### config.mk
export PLATFORM = sky130hd
export DESIGN_NAME = nano_dbus_bridge
export DESIGN_NICKNAME = d
export VERILOG_FILES = /design/src/rtl/nano_dbus_bridge.sv
export SDC_FILE = /design/constraint.sdc
export NUM_CORES = 1
export LEC_CHECK = 0
export BUFFER_PORTS_ARGS = -buffer_cell sky130_fd_sc_hd__buf_2
export CORE_MARGIN = 10
export CORE_UTILIZATION = 46
export CTS_CLUSTER_DIAMETER = 60
export CTS_CLUSTER_SIZE = 8
export DETAILED_ROUTE_END_ITERATION = 12
export PLACE_DENSITY = 0.8
export SLEW_MARGIN = 0
export SYNTH_ARGS = -nofsm -noshare
export SYNTH_HDL_FRONTEND = slang
export SYNTH_SLANG_ARGS = --single-unit
### constraint.sdc
create_clock -name clk_i -period 4.06 [get_ports clk_i]
set_clock_uncertainty 0.2 [all_clocks]
set_input_delay 0.406 -clock clk_i [delete_from_list [all_inputs] [get_ports clk_i]]
set_output_delay 0.406 -clock clk_i [all_outputs]
set_load 0.02 [all_outputs]
### src/rtl/nano_dbus_bridge.sv
// nano_dbus_bridge: turns a core's load/store byte-lane strobes into a single
// level-held memory request, freezing the core until the memory acknowledges
// or a bounded wait expires.
module nano_dbus_bridge #(
    parameter int TIMEOUT = 16
) (
    input  logic        clk_i,
    input  logic        rst_i,
    input  logic [31:0] d_addr_i,
    input  logic [31:0] d_wdata_i,
    input  logic [3:0]  d_rd_i,
    input  logic [3:0]  d_we_i,
    output logic [31:0] d_rdata_o,
    output logic        stall_o,
    output logic        err_o,
    output logic        m_req_o,
    output logic        m_we_o,
    output logic [31:0] m_addr_o,
    output logic [3:0]  m_be_o,
    output logic [31:0] m_wdata_o,
    input  logic        m_ack_i,
    input  logic [31:0] m_rdata_i
);

    localparam logic [1:0] ST_IDLE = 2'd0;
    localparam logic [1:0] ST_REQ  = 2'd1;
    localparam logic [1:0] ST_DONE = 2'd2;

    // Last wait count before the transfer is abandoned.
    localparam logic [7:0] CNT_LAST = 8'(TIMEOUT - 1);

    logic [1:0]  state_q,   state_d;
    logic        m_we_q,    m_we_d;
    logic [3:0]  m_be_q,    m_be_d;
    logic [31:0] m_addr_q,  m_addr_d;
    logic [31:0] m_wdata_q, m_wdata_d;
    logic [31:0] rdata_q,   rdata_d;
    logic        err_q,     err_d;
    logic [7:0]  cnt_q,     cnt_d;

    logic        core_req;
    logic        is_write;

    // The address is always issued word-aligned, so the low bits are dropped.
    logic        unused_addr_lsbs;
    assign unused_addr_lsbs = ^d_addr_i[1:0];

    assign core_req = (d_rd_i != 4'h0) || (d_we_i != 4'h0);
    assign is_write = (d_we_i != 4'h0);

    // Next-state logic: latch the request on issue, wait for ack or timeout.
    always_comb begin
        state_d   = state_q;
        m_we_d    = m_we_q;
        m_be_d    = m_be_q;
        m_addr_d  = m_addr_q;
        m_wdata_d = m_wdata_q;
        rdata_d   = rdata_q;
        err_d     = 1'b0;
        cnt_d     = cnt_q;
        case (state_q)
            ST_IDLE: begin
                if (core_req) begin
                    state_d   = ST_REQ;
                    m_addr_d  = {d_addr_i[31:2], 2'b00};
                    m_wdata_d = d_wdata_i;
                    m_we_d    = is_write;
                    m_be_d    = is_write ? d_we_i : d_rd_i;
                    cnt_d     = 8'h00;
                end
            end
            ST_REQ: begin
                if (m_ack_i) begin
                    state_d = ST_DONE;
                    if (!m_we_q) begin
                        for (int i = 0; i < 4; i++) begin
                            rdata_d[8*i +: 8] = m_be_q[i] ? m_rdata_i[8*i +: 8] : 8'h00;
                        end
                    end
                end else if (cnt_q == CNT_LAST) begin
                    state_d = ST_DONE;
                    rdata_d = 32'h0000_0000;
                    err_d   = 1'b1;
                end else begin
                    cnt_d = cnt_q + 8'h01;
                end
            end
            ST_DONE: begin
                state_d = ST_IDLE;
            end
            default: begin
                state_d = ST_IDLE;
            end
        endcase
    end

    // State and latched transfer registers, cleared asynchronously on reset.
    always_ff @(posedge clk_i or posedge rst_i) begin
        if (rst_i) begin
            state_q   <= ST_IDLE;
            m_we_q    <= 1'b0;
            m_be_q    <= 4'h0;
            m_addr_q  <= 32'h0;
            m_wdata_q <= 32'h0;
            rdata_q   <= 32'h0;
            err_q     <= 1'b0;
            cnt_q     <= 8'h00;
        end else begin
            state_q   <= state_d;
            m_we_q    <= m_we_d;
            m_be_q    <= m_be_d;
            m_addr_q  <= m_addr_d;
            m_wdata_q <= m_wdata_d;
            rdata_q   <= rdata_d;
            err_q     <= err_d;
            cnt_q     <= cnt_d;
        end
    end

    // Stall is combinational so the core freezes in the same cycle it asks.
    assign stall_o   = !rst_i && (((state_q == ST_IDLE) && core_req) || (state_q == ST_REQ));
    assign m_req_o   = (state_q == ST_REQ);
    assign m_we_o    = m_we_q;
    assign m_be_o    = m_be_q;
    assign m_addr_o  = m_addr_q;
    assign m_wdata_o = m_wdata_q;
    assign d_rdata_o = rdata_q;
    assign err_o     = err_q;

endmodule

==> results.md <==
- The residual antenna-violating net count after detailed routing is 0.
- Yosys mapped a number of flops with a built-in enable equal to 0.
- The leakage dissipation is 2.89 nW.
- The switching share of power is 0.406.
- The repair_antennas step left the layout with diodes totalling 0.
- The register share of total power is 0.391.
- For this run, global-route usage on met2 was measured as 0.270.
- The total CTS buffers is 9.
- The count of buffers added on input and output ports is 206.
- The H-tree generated during clock tree synthesis spans 3 levels.
- The share of synthesized area occupied by flip-flops and latches is 0.638.
- By startpoint and endpoint, the worst setup path is classified as flip-flop to flip-flop.
- The actual transition at the worst max-transition pin is 1.30 ns.
- Post-CTS repair changed the size of 0 cells.
- Yosys instantiated no cell more often than dfrtp_1.
- CTS placed an instance of clkbuf_8 at the clock tree root.
- Yosys printed 0 warnings.
- The number of primary I/O pins is 211.
- The aggregate global-route resource usage is 0.153.
- Adding up every negative setup slack in the final design gives 0 ns.
- Clock-pin slew was measured on the worst setup and hold paths at 0.11 ns.
- The total setup buffers inserted after CTS is 0.
- The final wirelength is 11000 um.
- VDD sags by at most 373 uV.
- The final number of setup-violating endpoints is 0.
- The flip-flop and latch count after synthesis is 110.
- In the routed design, unresolved DRC markers number 0.
- Clock latency on the worst-skew pair, taken at its later pin, is 0.36 ns.
- The cell area after placement is 0.00536 mm2.
- The die footprint is 0.0137 mm2.
- The number of hold buffers added after CTS was 0.
- The fill cell instance count of the final layout is 733.
- Setup repair after global routing left no endpoint under its margin.
- From synthesis to final layout, the design area changed by 29.8%.
- The global-route track usage on met1 is 0.171.
- The worst path in the final design needs a cycle of 2.46 ns, including I/O delays and setup.
- After detailed placement, the design holds a cell count of 592.
- After the flow finishes, the layout carries non-filler instances totaling 608.
- The total grt overflow is 0.
- The power per unit of standard cell area is 837 mW/mm2.
- The net total in the final layout is 600.
- The mean cell area of the mapped netlist is 14.8 um2.
- Counting flops with an async set or reset pin after synthesis yields a share of 1.00.
- The first global-routing pass estimated 16600 um of wire.
- The number of hold violations in the final report is 0.
- The upper clock frequency limit is 406 MHz.
- The share of final-layout standard cells stronger than drive strength 1 is 0.517.
- The deepest clock path buffer count is 2.
- In this run the worst hold path is classified as input pin to flip-flop.
- In the final routed layout, each cell accounts on average for 18.1 um.
- The combinational share of power is 0.447.
- The internal power is 2.78 mW.
- In this run the most used layer during global routing was met2.
- The die is 117 um wide.
- In the routed layout, each cell is associated on average with a via count of 5.15.
- The total half-perimeter wirelength after legalization and detailed placement is 8500 um.
- The detailed-routing iteration count for the pre-antenna-repair pass is 4.
- The switching power of the nets is 1.90 mW.
- The via count of the first global-routing pass is 3346.
- The leading area contributor after synthesis is dfrtp_1.
- The area share of the largest cell type after synthesis is 0.638.
- By count the netlist is led by 110 x dfrtp_1, 40 x mux2_1, 32 x a22o_1, 22 x mux2_2, 9 x nand2_1.
- In the synthesized netlist the dominant register cell turns out to be dfrtp_1.
- The final weighted congestion in routability-driven placement is 0.766.
- Clock tree synthesis found a total of 110 sinks.
- The starting density of the core is 0.469.
- The vertical die dimension is 117 um.
- The run finished with clean final reports.
- The summed instance area of the synthesized netlist is 0.00432 mm2.
- The biggest fanout along the worst timing path is 32.
- The final instance area is 0.00560 mm2.
- The max-slew violation count is 0.
- Max-cap violations in this run came to 0.
- The number of placement rows is 35.
- Yosys attributes the largest share of cell area to dfrtp_1 64%, mux2_1 10%, a22o_1 6.5%, mux2_2 5.7%, buf_6 2.1%.
- TritonCTS built the clock tree.
- STA puts the critical path data arrival time at 2.56 ns.
- The worst pin sits at a relative slew slack of 0.134.
- The netlist uses 39 different library cells.
- The detailed router finished its first iteration with 137 violations.
- The core outline area is 0.00920 mm2.
- The gate count after technology mapping is 291.
- Entering global routing, the biggest net connects 92 pins.
- The portion of total power attributed to the clock network is 0.162.
- The required arrival time at the worst endpoint is 4.16 ns.
- The final route contains 3130 vias.
- The kind of end point of the critical path is a flip-flop.
- The hold slack is 0.0401 ns.
- For this run, global-route usage on met3 was measured as 0.0510.
- The final cycle utilization of the critical path is 0.607.
- The initial antenna violation count was 0.
- The type of origin of the critical path is a flip-flop.
-- logic make-up (layout without fill, tap and decap cells) --
| kind of cell | count (synthesis) | count (layout) | synth area share |
|---|---|---|---|
| simple gates | 36 | 36 | 0.0507 |
| compound gates | 57 | 57 | 0.102 |
| fa+ha+maj | 1 | 1 | 0.00290 |
| flops | 110 | 110 | 0.638 |
| other cells | 1 | 2 | 0.000869 |
| buf+inv | 22 | 227 | 0.0394 |
| xor+xnor | 2 | 2 | 0.00406 |
| mux | 62 | 62 | 0.162 |
-- critical path, stage by stage (launching register included) --
cell     delay, ns
dfrtp_1       0.42
ha_1          0.24
nand3_1       0.16
nor3_2        0.07
o21ai_2       1.00
a22o_1        0.30
-- through the flow --
step	total power [mW]	util	setup slack, ns
3_5_place_dp	4.00	0.583	1.36
6_report	4.69	0.609	1.60
4_1_cts	4.77	0.609	1.59
5_1_grt	4.98	0.609	1.39
3_3_place_gp	3.91	0.583	1.41
2_1_floorplan	3.28	-	0.552
-- metal layers --
layer / share of wire / vias to the layer above
met2: 0.52 / 131
met4: 0.011 / 0
met3: 0.10 / 11
met5: 0 / -
li1: - / 1448
met1: 0.37 / 1540
-- sequential cells by signal, summed over array words and instances (netlist names) --
name       cells
err_o          1
m_wdata_o     32
m_addr_o      30
cnt_q          8
state_q        2
d_rdata_o     32
m_we_o         1
m_be_o         4
-- final timing paths --
check	from	endpoint	slack [ns]	depth (start not counted)
setup / recovery	cnt_q[0]$_DFFE_PP0P_	d_rdata_o[27]$_DFFE_PP0P_	1.60	5
hold / removal	d_addr_i[9]	m_addr_o[9]$_DFFE_PP0P_	0.04	2
setup reg to reg	cnt_q[0]$_DFFE_PP0P_	d_rdata_o[27]$_DFFE_PP0P_	1.60	5
hold reg to reg	m_wdata_o[25]$_DFFE_PP0P_	m_wdata_o[25]$_DFFE_PP0P_	0.29	1
max in group asynchronous	rst_i	d_rdata_o[29]$_DFFE_PP0P_	2.65	3
min in group asynchronous	rst_i	m_be_o[0]$_DFFE_PP0P_	0.10	2
-- layout by cell type, fill, tap and decap left out, types with 2 or more instances in the layout --
cell / count
buf_2: 206
nor3_1: 3
o2bb2ai_1: 3
and3_2: 3
bufinv_16: 2
nand3_1: 5
mux2_2: 22
o21ai_0: 5
o21ai_1: 3
mux2_1: 40
clkbuf_8: 9
nor2_1: 2
and3_1: 3
dfrtp_1: 110
a21oi_1: 6
conb_1: 2
nand2_1: 9
a22o_1: 32
nor4_1: 3
inv_8: 2
a21o_1: 2
a211o_1: 2
-- power groups by stage --
stage / Sequential [mW] / Combinational [mW] / Clock [mW]
finish: 1.83 / 2.10 / 0.761
global route: 1.90 / 2.26 / 0.827
CTS: 1.84 / 2.15 / 0.785
detailed placement: 1.86 / 2.14 / 0
global placement: 1.81 / 2.10 / 0
floorplan: 2.44 / 0.843 / 0
-- final cells by class --
class	instances	area, um2	share of cell area
Clock inverter	7	116	0.0208
Timing Repair Buffer	208	1060	0.189
Multi-Input combinational cell	160	1400	0.249
Tap cell	111	139	0.0248
Inverter	3	13.8	0.00246
Sequential cell	110	2750	0.491
Clock buffer	9	124	0.0221
Note: power is estimated with default switching activity, not from simulation.
